### config.mk
export PLATFORM = sky130hd
export DESIGN_NAME = branch_predict_unit
export DESIGN_NICKNAME = d
export VERILOG_FILES = /design/src/rtl/lc3b_types.sv /design/src/rtl/branch_predict_unit_sat_counter.sv /design/src/rtl/branch_predict_unit.sv
export SDC_FILE = /design/constraint.sdc
export NUM_CORES = 1
export LEC_CHECK = 0
export BUFFER_PORTS_ARGS = -buffer_cell sky130_fd_sc_hd__buf_2
export CAP_MARGIN = 20
export CORE_MARGIN = 5
export CORE_UTILIZATION = 25
export CTS_BUF_LIST = sky130_fd_sc_hd__clkbuf_4 sky130_fd_sc_hd__clkbuf_8
export CTS_CLUSTER_DIAMETER = 100
export DETAILED_ROUTE_END_ITERATION = 16
export GPL_TIMING_DRIVEN = 0
export MAX_ROUTING_LAYER = met4
export PLACE_DENSITY = 0.36
export SLEW_MARGIN = 5
export SYNTH_ARGS = -nofsm -noshare
export SYNTH_HDL_FRONTEND = slang
export SYNTH_HIERARCHICAL = 1
export SYNTH_SLANG_ARGS = --single-unit
export TNS_END_PERCENT = 50
### constraint.sdc
create_clock -name clk -period 4.95 [get_ports clk]
set_clock_uncertainty 0.15 [all_clocks]
set_input_delay 0.99 -clock clk [delete_from_list [all_inputs] [get_ports clk]]
set_output_delay 0.99 -clock clk [all_outputs]
set_load 0.05 [all_outputs]
### src/rtl/lc3b_types.sv
// Shared LC-3b pipeline types: PC-mux select encoding used by the fetch stage.
package lc3b_types;

  typedef enum logic [1:0] {
    PCSEL_NEXT  = 2'b00,
    PCSEL_PRED  = 2'b01,
    PCSEL_REDIR = 2'b10,
    PCSEL_TRAP  = 2'b11
  } pc_sel_t;

endpackage

### src/rtl/branch_predict_unit_sat_counter.sv
// Saturating up/down counter next-value logic (module sat_counter).
module sat_counter #(
  parameter int unsigned CTR_BITS = 2
) (
  input  logic [CTR_BITS-1:0] i_ctr,
  input  logic                i_inc,
  output logic [CTR_BITS-1:0] o_ctr
);

  localparam logic [CTR_BITS-1:0] CtrMax = {CTR_BITS{1'b1}};

  always_comb begin
    o_ctr = i_ctr;
    if (i_inc) begin
      if (i_ctr != CtrMax) o_ctr = i_ctr + CTR_BITS'(1);
    end else begin
      if (i_ctr != '0) o_ctr = i_ctr - CTR_BITS'(1);
    end
  end

endmodule

### src/rtl/branch_predict_unit.sv
// BTB with per-entry saturating counters, mispredict detection and PC-mux select.
// Optional gshare counter indexing is enabled by defining BPU_GSHARE_EN.
module branch_predict_unit
  import lc3b_types::*;
#(
  parameter int unsigned ENTRIES  = 16,
  parameter int unsigned CTR_BITS = 2
) (
  input  logic        clk,
  input  logic        reset_n,
  input  logic [15:0] fetch_pc,
  input  logic        trap_ind,
  input  logic        wb_valid,
  input  logic        wb_br_ind,
  input  logic [15:0] wb_pc,
  input  logic        wb_taken,
  input  logic [15:0] wb_target,
  input  logic        wb_pred_taken,
  input  logic [15:0] wb_pred_target,
  output logic        pred_taken,
  output logic [15:0] pred_target,
  output logic        mispredict,
  output logic [15:0] redirect_pc,
  output logic [1:0]  pc_mux_sel
);

  localparam int unsigned IDX_W = $clog2(ENTRIES);
  localparam int unsigned TAG_W = 15 - IDX_W;
  localparam logic [CTR_BITS-1:0] CtrMax   = {CTR_BITS{1'b1}};
  localparam logic [CTR_BITS-1:0] CtrAlloc = CTR_BITS'(1) << (CTR_BITS - 1);
  localparam logic [CTR_BITS-1:0] CtrRst   = CtrAlloc - CTR_BITS'(1);

  logic                r_valid  [ENTRIES];
  logic [TAG_W-1:0]    r_tag    [ENTRIES];
  logic [15:0]         r_target [ENTRIES];
  logic [CTR_BITS-1:0] r_ctr    [ENTRIES];
  logic [15:0]         r_mispredict_count;

  logic [IDX_W-1:0]    w_f_idx, w_f_cidx, w_u_idx, w_u_cidx;
  logic [TAG_W-1:0]    w_f_tag, w_u_tag;
  logic                w_f_hit, w_u_hit;
  logic                w_wr_entry, w_wr_ctr;
  logic [CTR_BITS-1:0] w_ctr_sat, w_ctr_d;
  pc_sel_t             w_sel;
  logic                w_unused;

  assign w_unused = ^{fetch_pc[0], wb_pc[0]};

  assign w_f_idx = fetch_pc[IDX_W:1];
  assign w_f_tag = fetch_pc[15:IDX_W+1];
  assign w_u_idx = wb_pc[IDX_W:1];
  assign w_u_tag = wb_pc[15:IDX_W+1];

`ifdef BPU_GSHARE_EN
  logic [IDX_W-1:0] r_ghr;

  // History only steers the counter; tag/target/valid stay PC-indexed.
  assign w_f_cidx = w_f_idx ^ r_ghr;
  assign w_u_cidx = w_u_idx ^ r_ghr;

  always_ff @(posedge clk) begin
    if (!reset_n) begin
      r_ghr <= '0;
    end else if (wb_valid && wb_br_ind) begin
      r_ghr <= {r_ghr[IDX_W-2:0], wb_taken};
    end
  end
`else
  assign w_f_cidx = w_f_idx;
  assign w_u_cidx = w_u_idx;
`endif

  // Lookup reads registered state only, so a same-cycle update is not visible.
  assign w_f_hit     = r_valid[w_f_idx] && (r_tag[w_f_idx] == w_f_tag);
  assign pred_taken  = reset_n && w_f_hit && r_ctr[w_f_cidx][CTR_BITS-1];
  assign pred_target = r_target[w_f_idx];

  assign mispredict  = wb_valid && ((wb_pred_taken != wb_taken) ||
                                    (wb_taken && (wb_pred_target != wb_target)));
  assign redirect_pc = wb_taken ? wb_target : wb_pc + 16'd2;

  always_comb begin
    w_sel = PCSEL_NEXT;
    if (mispredict)      w_sel = PCSEL_REDIR;
    else if (trap_ind)   w_sel = PCSEL_TRAP;
    else if (pred_taken) w_sel = PCSEL_PRED;
  end
  assign pc_mux_sel = w_sel;

  sat_counter #(
    .CTR_BITS (CTR_BITS)
  ) u_sat_counter (
    .i_ctr (r_ctr[w_u_cidx]),
    .i_inc (wb_taken),
    .o_ctr (w_ctr_sat)
  );

  assign w_u_hit = r_valid[w_u_idx] && (r_tag[w_u_idx] == w_u_tag);

  // JSR/JMP are unconditional: install/refresh the entry and pin it strongly taken.
  always_comb begin
    w_wr_entry = 1'b0;
    w_wr_ctr   = 1'b0;
    w_ctr_d    = w_ctr_sat;
    if (wb_valid) begin
      if (!wb_br_ind) begin
        w_wr_entry = 1'b1;
        w_wr_ctr   = 1'b1;
        w_ctr_d    = CtrMax;
      end else if (w_u_hit) begin
        w_wr_entry = wb_taken;
        w_wr_ctr   = 1'b1;
      end else if (wb_taken) begin
        w_wr_entry = 1'b1;
        w_wr_ctr   = 1'b1;
        w_ctr_d    = CtrAlloc;
      end
    end
  end

  always_ff @(posedge clk) begin
    if (!reset_n) begin
      for (int i = 0; i < ENTRIES; i++) begin
        r_valid[i] <= 1'b0;
        r_ctr[i]   <= CtrRst;
      end
      r_mispredict_count <= '0;
    end else begin
      if (w_wr_entry) begin
        r_valid[w_u_idx]  <= 1'b1;
        r_tag[w_u_idx]    <= w_u_tag;
        r_target[w_u_idx] <= wb_target;
      end
      if (w_wr_ctr) r_ctr[w_u_cidx] <= w_ctr_d;
      if (mispredict && (r_mispredict_count != 16'hFFFF)) begin
        r_mispredict_count <= r_mispredict_count + 16'd1;
      end
    end
  end

endmodule

==> out/results.tsv, run 1 <==
stage	metric	value	unit
die	die area	91300	µm²
synthesis	Seq cells post-synth	480	
drt	drt pass-1 iters	5	
synthesis	sequential share of the synthesized area	66.8	%
power_and_ir_drop	sw frac	25.6	%
synthesis	dominant synthesized flop cell	edfxtp_1	
synthesis	Mapped Area	21300	µm²
hold_path	Min-Delay Startpoint	r_valid[3]$_DFF_P_	
run	Max Cap Viol	0	
cts	CTS sink cnt	480	
synthesis	Post-Syn Instances	1121	
power_and_ir_drop	total power	9.18	mW
power_and_ir_drop	PwrDens	352	nW/µm²
cts	CTS tree	yes	
global_route	vias in the first global route	12845	
cts	cts bufs inserted	91	
run_status	status	finished, final reports clean	
synthesis	Netlist cell types	58	
power_and_ir_drop	Peak supply drop	0.000179	V
global_route	GRT Total Usage	16.5	%
sta	fmax	205	MHz
drt	Vias/cell	4.69	
setup_path	CP Launch Point	fetch_pc[1]	
finish	Final nets	1424	
power_and_ir_drop	Sequential Power Share	49.2	%
placed_design	Place WS	-2190	ps
synthesis	most instantiated cells after synthesis	464 x edfxtp_1, 173 x mux4_2, 54 x nand2_1, 53 x mux2i_1, 42 x o21ai_0	
setup_path	CP endpoint kind	output pin	
cts	clk_lat worst skew	690	ps
sta	unrepaired setup endpoints after global routing	yes	
die	die width	302	µm
sta	measured slew at the worst slew-check pin	1040	ps
cts	clk root buf	clkbuf_8	
setup_path	reg2reg start	r_tag[7][6]$_DFFE_PP_	
setup_path	Critical Path RT	3810	ps
sta	final worst-path cycle share	98.7	%
cts	CTS Buffer Depth	3	
synthesis	Mapped Nets	1196	
drt	via count	12047	
die	Cell Rows	107	
drt	Routed wire per std cell	28.7	µm
finish	Area Growth Syn to Fin	22.0	%
placed_design	I/O Buffers	99	
power_and_ir_drop	Clk pwr share	40.9	%
synthesis	cell taking the most area after synthesis	edfxtp_1	
setup_path	kind of critical path	primary input to output pin	
sta	final setup fails	0	
drt	initial drt markers	909	
drt	Routed Antenna Nets	0	
sta	max-slew violations	0	
hold_path	hold path depth	1	
die	Core ar.	85000	µm²
sta	Sum Neg Setup Slack	0	ps
synthesis	Post-synth EDFFs	464	
cts	hold_buf cts	0	
synthesis	most common cell in the netlist	edfxtp_1	
sta	Fin Hold WS	337	ps
drt	post-route DRC violation count	0	
placed_design	global placer's final weighted congestion	0.790	
power_and_ir_drop	Lkg Pwr	8.51	nW
hold_path	Hold Crit Class	flip-flop to flip-flop	
setup_path	Reg2Reg Depth	7	
synthesis	Post-synth ARST share	0	%
global_route	largest net degree at the start of global routing	24	
finish	Util after Layout	30.6	%
sta	setup ws final	64.1	ps
die	DIE HEIGHT	302	µm
finish	layout cell share with drive strength beyond 1	37.8	%
sta	minimum clock period	4890	ps
setup_path	CP Max Fanout	6	
sta	worst relative slew slack	30.5	%
global_route	Remaining Overflow, GRT	0	
power_and_ir_drop	Comb pwr share	9.9	%
power_and_ir_drop	switching power	2.35	mW
setup_path	WP data arrival	3750	ps
drt	Routed Wire Length	73.9	mm
synthesis	area share of the largest cell type after synthesis	65.3	%
synthesis	syn avg cell area	19.0	µm²
sta	final hold violation count	0	
cts	number of H-tree levels	3	
cts	Worst-path clk slew	60	ps
die	Initial Util	25.1	%
die	Ports	107	
power_and_ir_drop	Int Pwr	6.83	mW
global_route	initial antenna violation count	6	
placed_design	DP HPWL	51.5	mm
setup_path	CP Launch Type	primary input	
global_route	first-pass GRT wire length	102	mm
synthesis	largest cells by area after synthesis	edfxtp_1 65%, mux4_2 18%, mux2i_1 2.5%	
synthesis	Ys Warns	6	
-- cells in the final DEF, fill, tap and decap left out, types with 18 or more instances in the layout --
cell type	Yosys	routed
edfxtp_1	464	464
clkbuf_1	39	19
buf_4	8	18
clkinv_1	0	30
buf_2	14	107
mux4_2	173	173
nand2_1	54	53
nor3_1	20	20
o21ai_0	42	36
clkbuf_4	0	24
clkbuf_8	0	92
mux2i_1	53	52
xnor2_1	35	34
-- power groups by stage --
stage | Sequential (mW) | Combinational [mW] | Clock, mW
2_1_floorplan | 4.60 | 0.525 | 0
3_3_place_gp | 4.60 | 0.877 | 0
5_1_grt | 4.52 | 0.960 | 4.07
3_5_place_dp | 4.60 | 0.896 | 0
4_1_cts | 4.52 | 0.925 | 3.88
6_report | 4.52 | 0.905 | 3.76
-- flip-flops by register name, summed over array words and instances (netlist names) --
name	count
r_ctr	32
r_tag	176
r_target	256
r_valid	16
-- metrics by stage --
step | cells | area, µm²
2_1_floorplan | 1121 | 21400
3_3_place_gp | 2364 | 23300
3_5_place_dp | 2389 | 24000
4_1_cts | 2567 | 26000
5_1_grt | 2571 | 26000
6_report | 2571 | 26000
-- cell families after synthesis --
family / Yosys count / synth area share (%)
AOI/OAI and AO/OA: 101 / 3.28
xor gates and xnor gates: 52 / 2.13
adders and majority gates: 6 / 0.340
buffers and inverters: 82 / 1.96
DFF: 480 / 66.8
muxes: 232 / 21.3
and+or+nand+nor: 168 / 4.22
-- routing by layer --
metal | wire, µm | global-route usage (%)
met5 | 0 | -
met2 | 37000 | 27.8
met3 | 3130 | 3.02
met1 | 32500 | 21.2
met4 | 1250 | 3.09
-- final timing paths --
| check | endpoint | slack [ps] |
|---|---|---|
| worst min-delay path | r_valid[3]$_DFF_P_ | 340 |
| worst max-delay path | pc_mux_sel[0] | 60 |
| worst max register to register | r_ctr[7][1]$_SDFFCE_PN0P_ | 950 |
| worst min register to register | r_valid[3]$_DFF_P_ | 340 |
-- final cells by class --
type | instances | area [µm²]
Timing Repair Buffer | 137 | 1210
Buffer | 70 | 543
Clock inverter | 54 | 305
Inverter | 10 | 37.5
Fill cell | 8320 | 59000
Clock buffer | 112 | 1420
Sequential cell | 480 | 14300
Tap cell | 1144 | 1430
Multi-Input combinational cell | 559 | 6830
Antenna cell | 5 | 12.5
-- worst max-delay path, stage by stage --
cell,delay [ps]
buf_16,110
buf_12,110
buf_4,180
mux4_2,510
mux4_2,520
xnor2_1,200
nand3_1,320
nor4b_4,350
buf_6,170
o21ba_4,140
buf_8,140
-- timing repair --
action                                 CTS  global route
setup buffers                           13             0
setup endpoints to repair               25             3
endpoints found under the hold margin    0             0
pin swaps                                4             0
resized for setup                       64             3
No activity file was read; power rests on OpenSTA's default activity.
==> inputs of run 2 (changes only) <==
--- a/config.mk
+++ b/config.mk
@@ -13,7 +13,6 @@
 export CTS_CLUSTER_DIAMETER = 100
 export DETAILED_ROUTE_END_ITERATION = 16
 export GPL_TIMING_DRIVEN = 0
-export MAX_ROUTING_LAYER = met4
 export PLACE_DENSITY = 0.36
 export SLEW_MARGIN = 5
 export SYNTH_ARGS = -nofsm -noshare
==> run 2 against run 1 <==
Sequential share of layout area about the same. Final cell count decreased by 0.12%. Setup slack worse by 63 ps. Combinational power barely moved. Clock-buffer cell count did not move. Critical path depth stayed put. First-iteration DRC count shrank 0.88%. Utilization about the same. Via count barely moved. Clock power hardly changed. Die area unchanged. Maximum frequency shrank 1.3%. Largest cell class unchanged.
==> out/results.tsv, run 2 (same netlist as run 1, synthesis figures left out) <==
stage	metric	value	unit
finish	max reg flops	256	
cts	clk_lat worst skew	680	ps
die	Cell Rows	107	
hold_path	Min-Delay Startpoint	r_valid[3]$_DFF_P_	
sta	final worst-path cycle share	100	%
setup_path	CP endpoint kind	output pin	
cts	Worst-path clk slew	60	ps
sta	Fin Hold WS	334	ps
die	Initial Util	25.1	%
power_and_ir_drop	total power	9.18	mW
placed_design	global placer's final weighted congestion	0.779	
finish	most frequent cells in the layout	464 x edfxtp_1, 173 x mux4_2, 107 x buf_2, 92 x clkbuf_8, 53 x nand2_1	
die	die width	302	µm
run	Max Cap Viol	0	
global_route	gr busiest metal	met2	
drt	via count	12052	
sta	final setup fails	0	
placed_design	Place WS	-2190	ps
global_route	first-pass GRT wire length	102	mm
setup_path	CP Launch Type	primary input	
finish	Reg with most FFs	r_target	
cts	cts bufs inserted	91	
global_route	initial antenna violation count	6	
drt	Routed Wire Length	73.7	mm
setup_path	CP Launch Point	fetch_pc[2]	
finish	Final nets	1424	
cts	hold_buf cts	0	
placed_design	dpl cells	2389	
power_and_ir_drop	PwrDens	352	nW/µm²
die	DIE HEIGHT	302	µm
sta	worst relative slew slack	34.4	%
placed_design	I/O Buffers	99	
setup_path	WP data arrival	3810	ps
die	Core ar.	85000	µm²
setup_path	reg2reg start	r_tag[7][6]$_DFFE_PP_	
die	Ports	107	
finish	biggest regs	r_target x256, r_tag x176, r_ctr x32	
sta	minimum clock period	4950	ps
drt	initial drt markers	901	
cts	CTS tree	yes	
global_route	GR Util met1	21.2	%
sta	unrepaired setup endpoints after global routing	yes	
cts	clk root buf	clkbuf_8	
power_and_ir_drop	Lkg Pwr	8.51	nW
finish	most common cell after layout, fill and taps aside	edfxtp_1	
sta	setup ws final	1.46	ps
drt	Routed Antenna Nets	0	
global_route	vias in the first global route	12903	
global_route	met3 Track Usage GR	3.09	%
cts	CTS Buffer Depth	3	
finish	layout cell share with drive strength beyond 1	37.8	%
sta	measured slew at the worst slew-check pin	985	ps
sta	max-slew violations	0	
sta	final hold violation count	0	
finish	Final Non-Filler Cells	2568	
global_route	Remaining Overflow, GRT	0	
drt	Vias/cell	4.69	
global_route	GRT Total Usage	16.1	%
finish	Area Growth Syn to Fin	22.0	%
run_status	status	finished, final reports clean	
sta	fmax	202	MHz
setup_path	Critical Path RT	3810	ps
cts	number of H-tree levels	3	
global_route	largest net degree at the start of global routing	24	
drt	drt pass-1 iters	5	
drt	Routed wire per std cell	28.7	µm
setup_path	kind of critical path	primary input to output pin	
power_and_ir_drop	Peak supply drop	0.000177	V
drt	post-route DRC violation count	0	
placed_design	DP HPWL	51.5	mm
cts	CTS sink cnt	480	
global_route	met2 Use GR	27.8	%
die	die area	91300	µm²
hold_path	Hold Crit Class	flip-flop to flip-flop	
setup_path	CP Max Fanout	10	
## run 2: changes by cell type in the layout (fill, tap and decap cells not counted), sizes merged
cell / change
diode: -3
## run 2: worst paths after layout
| path | end | slack (ps) | cells after the start |
|---|---|---|---|
| worst max-delay path | pc_mux_sel[0] | 1 | 11 |
| worst min-delay path | r_valid[3]$_DFF_P_ | 330 | 1 |
| worst max register to register | r_ctr[2][0]$_SDFFCE_PN1P_ | 990 | 8 |
| worst min register to register | r_valid[3]$_DFF_P_ | 330 | 1 |
## run 2: what timing repair did
item / CTS / global route
cloned: 0 / 0
hold endpoints to repair: 0 / 0
endpoints found under the setup margin: 25 / 3
resized for setup: 64 / 3
buffers inserted: 13 / 0
pin swaps: 4 / 0
## run 2: per-layer routing
metal | vias up | part of all wire [%]
li1 | 5159 | -
met4 | 6 | 1.9
met5 | - | 0.056
met3 | 98 | 4.7
met1 | 6437 | 43
met2 | 352 | 50
## run 2: cell type report
cell class | count | area [µm²]
fillers | 8323 | 59000
flip-flops and latches | 480 | 14300
multi-input cells | 559 | 6830
well taps | 1144 | 1430
clock buffers | 112 | 1420
repair buffers | 137 | 1210
plain buffers | 70 | 543
clock inverters | 54 | 305
inverters | 10 | 37.5
diodes | 2 | 5.00
## run 2: critical path, cell delays in order
cell	delay, ps
clkbuf_16	140
buf_1	680
o21ai_0	230
mux4_2	550
o211ai_1	140
o21ai_2	150
nand4_1	310
nor4b_4	90
buf_6	150
o21ba_4	200
buf_8	140
## run 2: power breakdown
part	internal, mW	switching [mW]	leakage, nW
sequential	4.50	0.0180	4.31
clock	2.00	1.76	0.916
combinational	0.330	0.573	3.28
total	6.83	2.35	8.51
## run 2: through the flow
step           util [%]  setup TNS (ps)  cell area (µm²)
2_1_floorplan         -               0            21400
3_3_place_gp       27.4         -813190            23300
3_5_place_dp       28.2          -50680            24000
4_1_cts            30.6           -31.2            26000
5_1_grt            30.6           -49.4            26000
6_report           30.6               0            26000
